<file path="config.mk">
export PLATFORM = sky130hd
export DESIGN_NAME = vvmem_responder
export DESIGN_NICKNAME = d
export VERILOG_FILES = /design/src/rtl/vv_defs.sv /design/src/rtl/vvmem_array.sv /design/src/rtl/vvmem_responder.sv
export SDC_FILE = /design/constraint.sdc
export NUM_CORES = 1
export LEC_CHECK = 0
export ABC_CLOCK_PERIOD_IN_PS = 4400
export CORE_UTILIZATION = 55
export DETAILED_ROUTE_END_ITERATION = 10
export PLACE_DENSITY = 0.73
export SYNTH_ARGS = -nofsm -noshare
export SYNTH_HDL_FRONTEND = slang
export SYNTH_SLANG_ARGS = --single-unit
</file>
<file path="constraint.sdc">
create_clock -name CLK -period 4.4 [get_ports CLK]
set_input_delay 0.66 -clock CLK [delete_from_list [all_inputs] [get_ports CLK]]
set_output_delay 0.66 -clock CLK [all_outputs]
set_load 0.03 [all_outputs]
</file>
<file path="src/rtl/vv_defs.sv">
// Shared constants for the CPU-to-RAM access path: word/address widths,
// responder FSM encoding and the halt instruction word.
package vv_defs;

    localparam int DATA_W = 10;
    localparam int ADDR_W = 7;

    localparam logic [1:0] S_IDLE = 2'd0;
    localparam logic [1:0] S_WAIT = 2'd1;
    localparam logic [1:0] S_RESP = 2'd2;
    localparam logic [1:0] S_HOLD = 2'd3;

    localparam logic [DATA_W-1:0] HLT_WORD = 10'b000_1111111;

endpackage

</file>
<file path="src/rtl/vvmem_array.sv">
// Single-port synchronous word RAM. The one address port is shared by the CPU
// path and the loader; src_sel_i picks which side supplies address and write data.
module vvmem_array #(
    parameter int DATA_W = 10,
    parameter int ADDR_W = 7,
    parameter int DEPTH  = 128
) (
    input  logic              clk_i,
    input  logic              rst_ni,
    input  logic              wr_en_i,
    input  logic              rd_en_i,
    input  logic              src_sel_i,
    input  logic [ADDR_W-1:0] cpu_addr_i,
    input  logic [DATA_W-1:0] cpu_wdata_i,
    input  logic [ADDR_W-1:0] ld_addr_i,
    input  logic [DATA_W-1:0] ld_data_i,
    output logic [DATA_W-1:0] rdata_o
);

    localparam int          IDX_W   = (DEPTH > 1) ? $clog2(DEPTH) : 1;
    localparam int unsigned DEPTH_U = DEPTH;

    logic [DATA_W-1:0] mem [DEPTH];
    logic [ADDR_W-1:0] addr;
    logic [DATA_W-1:0] wdata;
    logic [IDX_W-1:0]  idx;
    logic              in_range;
    logic [DATA_W-1:0] rdata_q;

    assign addr     = src_sel_i ? ld_addr_i : cpu_addr_i;
    assign wdata    = src_sel_i ? ld_data_i : cpu_wdata_i;
    assign idx      = addr[IDX_W-1:0];
    // Addresses past DEPTH alias onto low words once truncated, so gate on the full address.
    assign in_range = (32'(addr) < DEPTH_U);

    always_ff @(posedge clk_i) begin
        if (wr_en_i && in_range) begin
            mem[idx] <= wdata;
        end
    end

    always_ff @(posedge clk_i or negedge rst_ni) begin
        if (!rst_ni) begin
            rdata_q <= '0;
        end else if (rd_en_i) begin
            rdata_q <= in_range ? mem[idx] : '0;
        end
    end

    assign rdata_o = rdata_q;

endmodule

</file>
<file path="src/rtl/vvmem_responder.sv">
// Memory responder for the CPU access path: four-phase REQ/ACK handshake with
// programmable wait states, plus a loader port that writes only while idle.
module vvmem_responder #(
    parameter int DATA_W      = vv_defs::DATA_W,
    parameter int ADDR_W      = vv_defs::ADDR_W,
    parameter int DEPTH       = 128,
    parameter int WAIT_CYCLES = 1
) (
    input  logic              CLK,
    input  logic              RST_N,
    input  logic              REQ,
    input  logic              WE,
    input  logic [ADDR_W-1:0] ADDR,
    input  logic [DATA_W-1:0] WDATA,
    output logic [DATA_W-1:0] RDATA,
    output logic              ACK,
    output logic              BUSY,
    input  logic              LD_VALID,
    input  logic [ADDR_W-1:0] LD_ADDR,
    input  logic [DATA_W-1:0] LD_DATA,
    output logic              LD_READY
);

    import vv_defs::*;

    localparam logic [3:0] WAIT_INIT = 4'(WAIT_CYCLES);

    logic [1:0]        state_q, state_d;
    logic [3:0]        cnt_q, cnt_d;
    logic [ADDR_W-1:0] addr_q, addr_d;
    logic              we_q, we_d;
    logic [DATA_W-1:0] wdata_q, wdata_d;
    logic              ack_q, ack_d;
    logic              busy_q, busy_d;
    logic              ld_fire;
    logic              mem_wr_en;
    logic              mem_rd_en;

    always_comb begin
        state_d = state_q;
        cnt_d   = cnt_q;
        addr_d  = addr_q;
        we_d    = we_q;
        wdata_d = wdata_q;
        ack_d   = ack_q;
        busy_d  = busy_q;
        case (state_q)
            S_IDLE: begin
                if (REQ) begin
                    addr_d  = ADDR;
                    we_d    = WE;
                    wdata_d = WDATA;
                    busy_d  = 1'b1;
                    cnt_d   = WAIT_INIT;
                    state_d = (WAIT_CYCLES > 0) ? S_WAIT : S_RESP;
                end
            end
            S_WAIT: begin
                cnt_d = cnt_q - 4'd1;
                if (cnt_q == 4'd1) begin
                    state_d = S_RESP;
                end
            end
            S_RESP: begin
                ack_d   = 1'b1;
                state_d = S_HOLD;
            end
            S_HOLD: begin
                // A REQ that dropped early is already low here, giving a one-cycle ACK.
                if (!REQ) begin
                    ack_d   = 1'b0;
                    busy_d  = 1'b0;
                    state_d = S_IDLE;
                end
            end
            default: state_d = S_IDLE;
        endcase
    end

    always_ff @(posedge CLK or negedge RST_N) begin
        if (!RST_N) begin
            state_q <= S_IDLE;
            cnt_q   <= '0;
            addr_q  <= '0;
            we_q    <= 1'b0;
            wdata_q <= '0;
            ack_q   <= 1'b0;
            busy_q  <= 1'b0;
        end else begin
            state_q <= state_d;
            cnt_q   <= cnt_d;
            addr_q  <= addr_d;
            we_q    <= we_d;
            wdata_q <= wdata_d;
            ack_q   <= ack_d;
            busy_q  <= busy_d;
        end
    end

    // CPU has priority in IDLE; loader and CPU accesses never share a cycle.
    assign LD_READY  = (state_q == S_IDLE) && !REQ;
    assign ld_fire   = LD_VALID && LD_READY;
    assign mem_wr_en = ((state_q == S_RESP) && we_q) || ld_fire;
    assign mem_rd_en = (state_q == S_RESP) && !we_q;

    vvmem_array #(
        .DATA_W (DATA_W),
        .ADDR_W (ADDR_W),
        .DEPTH  (DEPTH)
    ) u_array (
        .clk_i       (CLK),
        .rst_ni      (RST_N),
        .wr_en_i     (mem_wr_en),
        .rd_en_i     (mem_rd_en),
        .src_sel_i   (ld_fire),
        .cpu_addr_i  (addr_q),
        .cpu_wdata_i (wdata_q),
        .ld_addr_i   (LD_ADDR),
        .ld_data_i   (LD_DATA),
        .rdata_o     (RDATA)
    );

    assign ACK  = ack_q;
    assign BUSY = busy_q;

endmodule

</file>
# Yosys cells after proc, flatten, opt, wreduce, memory -nomap -nowiden
# Memories as Yosys holds them, arrays and structs flattened. A register that Yosys moved wholly into a read port is not among the register bits.
# Index checks and enable logic that the tools add are counted.
# totals
reg_bits,26
mem_bits_rw,1280
inputBits,39
output_inout_bits,13
n_memories,1
# mem_list
memory,depth,width,rd,rd_ports_with_merged_regs,wr,line,rtl
u_array.mem,128,10,1,1,1,vvmem_array.sv:23,logic [DATA_W-1:0] mem [DEPTH];
# op_classes
addsub,1
n_eq_ne,7
muxes,14
n_reduce_logical,17
# ops
cell,n
2-to-1 mux 10 bit,1
one-hot mux 2 bit (4 select lines),1
one-hot mux 4 bit (2 select lines),1
2-to-1 mux 7 bit,1
2-to-1 mux 2 bit,3
inequality test 2 bit (second input constant),3
AND reduction 2 bit,3
AND reduction 3 bit,2
nonzero test 2 bit,3
== test 2 bit (second input constant),2
== test 4 x 1 -> 1 bit (second input constant),1
logical AND 1 bit,4
2-to-1 mux 1 bit,4
2-to-1 mux 4 bit,1
one-hot mux 1 bit (2 select lines),2
subtractor 4 x 1 -> 4 bit (second input constant),1
zero test 1 bit,3
== test 2 x 1 -> 1 bit (second input constant),1
zero test 2 bit,1
logical OR 1 bit,1

# Longest topological paths before layout
# logic_depth
depth_word,6
mapped_depth,13
mapped_depth_nobuf,10

# Modules after synthesis
# From an unflattened synthesis, not the netlist that was laid out.
# hier_totals
cells_unflattened,2702
hier_area_um2,49108.3
# modules_own_cells
module,instances,cells_per_inst,area_each_um2,seq_area_each_um2
vvmem_array,1,2605,47859.7,38687.1
vvmem_responder,1,97,1248.7,650.6

# Worst setup path after synthesis
# Ideal clock, no wire load.
# synth_timing
path_type,register -> register
start,register state_q[0]
end,memory u_array.mem[0][0] (data pin)
arrival_time_ns,3.164
required_ns,3.889
slack_ns,0.725
path_stages_with_launch,10
period_less_slack_ns,3.675
path_cell_list,dfrtp_1 > inv_1 > ha_1 > nand3b_1 > buf_6 > buf_4 > buf_2 > buf_1 > nand2_1 > nand2_1
# synth_between
elab_chain_cells,4
# synth_rtl
item,line,rtl
"start, declared",vvmem_responder.sv:28,"logic [1:0] state_q, state_d;"
"start signal, assigned",vvmem_responder.sv:90,state_q <= state_d;
zero test 2 bit,vvmem_responder.sv:101,assign LD_READY = (state_q == S_IDLE) && !REQ;
logical AND 1 bit,vvmem_responder.sv:101,
logical AND 1 bit,vvmem_responder.sv:102,assign ld_fire = LD_VALID && LD_READY;
2-to-1 mux 10 bit,vvmem_array.sv:31,assign wdata = src_sel_i ? ld_data_i : cpu_wdata_i;
net u_array.wdata[0],vvmem_array.sv:25,logic [DATA_W-1:0] wdata;
"end, declared",vvmem_array.sv:23,
# The timed path passes the listed nets, and every way through them passes these cells.

# Worst setup path in the final report
# layout_timing
start,register state_q[1]
end,register u_array.rdata_q[2] (netlist: u_array.rdata_o[2]) (read register of u_array.mem)
# layout_between
elab_chain_cells,4
elab_cells_between_ends,6
classes_between,eq/ne: 1; mux: 1; reduce/logical: 4
# layout_rtl
item,line,rtl
zero test 2 bit,vvmem_responder.sv:101,
logical AND 1 bit,vvmem_responder.sv:101,
logical AND 1 bit,vvmem_responder.sv:102,
2-to-1 mux 7 bit,vvmem_array.sv:30,assign addr = src_sel_i ? ld_addr_i : cpu_addr_i;
"end, declared",vvmem_array.sv:28,logic [DATA_W-1:0] rdata_q;
# Several ways; a longest one is shown, not always the timed one.
# A chain may end at the register's enable or synchronous reset.

==> summary.md <==
| Metric | Value |
|---|---|
| CTS tree | done |
| VDD IR-drop max | 617 uV |
| Least-Margin Pin Slew | 1120 ps |
| Hold Buf Count CTS | 0 |
| Avg Cell Area, Syn | 18.1 um2 |
| Layout fillers | 5534 |
| CP Launch Type | register |
| Max stage delay on crit path | 740 ps |
| Clock transition at the registers of the reported paths | 60 ps |
| Distinct cells, synth | 49 |
| Core box area | 87200 um2 |
| CTS HTree Levels | 3 |
| RSZ-0062 raised after global routing | false |
| HP Class | input port to async pin |
| Crit-path slowest cell | o41ai_1 |
| Setup crit end kind | register |
| Initial DRC count | 4578 |
| Die X | 299 um |
| Post-CTS Resized | 0 |
| R2r setup slk | 50 ps |
| Syn Nets | 2726 |
| Routed wire length | 133000 um |
| Vias in the first global route | 28300 |
| GRT Util Overall | 0.295 |
| P_int | 25.6 mW |
| Pre-CTS setup slack | -155 ps |
| Seq. cell area | 39300 um2 |
| Total power | 38.6 mW |
| Iteration count of the initial detailed-routing pass | 6 |
| FFs w/ async S/R, synth | 0.0274 |
| Port buffer count | 51 |
| Setup CP Type | register to register |
| Synthesis warning total | 0 |
| Hold violation total from the final report | 0 |
| Clock tree sinks | 1316 |
| Drt wl/cell | 31.5 um |
| Global-route wire length before repair | 192000 um |
| Largest net degree at the start of global routing | 89 |
| Buffer count from post-CTS setup fixing | 0 |
| Worst Path Required | 4980 ps |
| Die area | 89500 um2 |
| P&R area growth vs syn | 16.4% |
| Most used cell along the critical path | buf_12 |
| Slew HR | 0.254 |
| Final period util | 0.989 |
| Number of core rows | 108 |
| Routed via count | 29100 |
| Mapped Area | 48600 um2 |
| Final Setup Violations | 0 |
| Root buf cell | clkbuf_16 |
| Max-slew violations | 0 |
| Dpl hpwl | 81500 um |
| Total clock buffers created by CTS | 121 |
| GRT overflow | 0 |
| Flop pwr share | 0.425 |
| Layout cells sized above 1 | 0.167 |
| CTS Buffer Depth | 3 |
| Residual DRC | 0 |
| Seq/Total Area, Yosys | 0.810 |
| Via-to-Cell Ratio | 6.89 |
| Placer Congestion | 0.915 |
| P_leak | 17.6 nW |
| Combinational Power Share | 0.305 |
| Register bit total from synthesis | 1316 |
| Diodes inserted | 0 |
| Util after Layout | 0.649 |
| Crit-path max FO | 33 |
| Routed Antenna Nets | 0 |
| Path depth of the worst reg2reg path | 13 |
| Fmax achieved | 230 MHz |
| Post-synthesis cell count | 2680 |
| Status | complete, no violations |
| Final Skew | 46.5 ps |
| Die Ht | 299 um |
| Max_cap viols | 0 |
| Psw | 13.0 mW |
| Pwr dens | 683 nW/um2 |
| Sw frac | 0.336 |
| Tmin final | 4350 ps |
| Final WS setup | 48.6 ps |
| Io pins | 52 |
| Count of flip-flops with a built-in enable after synthesis | 1280 |
| Synth Flop Type | edfxtp_1 |
| Latest clock arrival within the worst-skew pair | 700 ps |
| Initial antenna violation count | 1 |
| CP Cell Sequence | inv_1, ha_1, nand3b_1, buf_12, mux2i_4, buf_12, buf_4, a22o_1, a221oi_1, a31oi_1, o41ai_1, nand3_1, o22a_1 |
| Clock Power Share | 0.270 |
| Initial Util | 0.557 |
| Worst path arrival time | 4930 ps |
| Layout Nets | 3013 |
| Multi-input combinational cell area | 8570 um2 |
## synth_stat cells, types with 4 or more instances
| master | n | area [um2] |
|---|---|---|
| edfxtp_1 | 1280 | 38400 |
| a22oi_1 | 425 | 3190 |
| nor2_1 | 114 | 428 |
| a31oi_1 | 108 | 676 |
| a22o_1 | 107 | 937 |
| a221oi_1 | 105 | 920 |
| clkbuf_1 | 98 | 368 |
| nand2_1 | 62 | 233 |
| a41oi_1 | 50 | 438 |
| buf_2 | 49 | 245 |
| dfrtp_1 | 36 | 901 |
| buf_1 | 30 | 113 |
| mux2_2 | 19 | 214 |
| o41ai_1 | 18 | 158 |
| nor2b_1 | 17 | 106 |
| nor4_1 | 17 | 106 |
| o21ai_0 | 16 | 80.1 |
| nand3_1 | 15 | 75.1 |
| inv_1 | 11 | 41.3 |
| mux2i_1 | 8 | 80.1 |
| nand3b_1 | 8 | 60.1 |
| nor3b_1 | 8 | 60.1 |
| o22a_1 | 8 | 70.1 |
| buf_6 | 7 | 78.8 |
| ha_1 | 7 | 87.6 |
| nand2b_1 | 6 | 37.5 |
| o22ai_1 | 6 | 37.5 |
| mux2_4 | 4 | 60.1 |
| o31ai_1 | 4 | 30.0 |
## path summary, 6_finish.rpt
path | startpoint | endpoint
max | state_q[1] | u_array.rdata_o[2]
min | RST_N | u_array.rdata_o[0]
max reg2reg | state_q[1] | u_array.rdata_o[2]
min reg2reg | wdata_q[4] | wdata_q[4]
max in group asynchronous | RST_N | addr_q[4]
min in group CLK | wdata_q[4] | wdata_q[4]
## logic make-up after synthesis
logic type                 Yosys count  share of synthesized area
AOI/OAI and AO/OA                  867                      0.138
and+or+nand+nor                    261                     0.0246
muxes                               33                    0.00786
buffers and inverters              196                     0.0176
adders and majority gates            7                    0.00180
DFF                               1316                      0.810
## metal layers
metal | track usage | share of wire | up-vias
li1 | - | - | 11900
met1 | 0.403 | 0.36 | 14700
met2 | 0.472 | 0.48 | 2246
met3 | 0.0549 | 0.12 | 326
met4 | 0.118 | 0.042 | 2
met5 | 0 | 0.00012 | -
## power by group through the flow
| stage | Combinational [mW] | Sequential, mW | Clock, mW |
|---|---|---|---|
| 3_3_place_gp | 11.1 | 16.6 | 0 |
| 6_report | 11.8 | 16.4 | 10.4 |
| 5_1_grt | 12.2 | 16.4 | 10.9 |
| 3_5_place_dp | 11.4 | 16.6 | 0 |
| 4_1_cts | 11.5 | 16.4 | 10.4 |
| 2_1_floorplan | 5.64 | 16.9 | 0 |
## cell usage in the layout (no fill, tap or decap), drive strengths merged, types with 7 or more instances in the layout
| cell | instances |
|---|---|
| o41ai | 18 |
| mux2 | 23 |
| dfrtp | 36 |
| nand2 | 62 |
| nor3b | 8 |
| o21ai | 19 |
| nor2b | 17 |
| clkinv | 55 |
| nor4 | 17 |
| edfxtp | 1280 |
| nand3 | 15 |
| bufinv | 13 |
| inv | 12 |
| a221oi | 107 |
| o22a | 8 |
| a22oi | 425 |
| clkbuf | 155 |
| nand3b | 8 |
| nor2 | 114 |
| a22o | 107 |
| mux2i | 10 |
| ha | 7 |
| a41oi | 50 |
| buf | 299 |
| a31oi | 108 |
| clkdlybuf4s50 | 50 |
## area by class of cell
type | instances | share of cell area
clock buffer | 155 | 0.0573
clock inverter | 74 | 0.0126
inverter | 11 | 0.000730
multi-input combinational | 1168 | 0.152
sequential | 1316 | 0.696
tap | 1155 | 0.0256
timing repair buffer | 349 | 0.0563
## flip-flops by register name (all words and copies together) (netlist names)
signal,flops
cnt_q,4
u_array.rdata_o,10
state_q,2
we_q,1
ACK,1
BUSY,1
addr_q,7
wdata_q,10
u_array.mem,1280
## critical path, delay by kind of cell (launching register included)
kind            cells  cell delay, ps
compound gates      5            2000
mux                 1             220
fa+ha+maj           1             300
flops               1             420
simple gates        2             420
buf+inv             4             780
## through the flow
stage               cell area (um2)  hold slack [ps]  instances  setup TNS [ps]
global placement              52600              487       3999            -291
global route                  56500              232       4228               0
finish                        56500              182       4228               0
CTS                           56500              185       4228               0
floorplan                     48600              364       2680               0
detailed placement            52600              498       3999            -202
No activity file was read; power rests on OpenSTA's default activity.
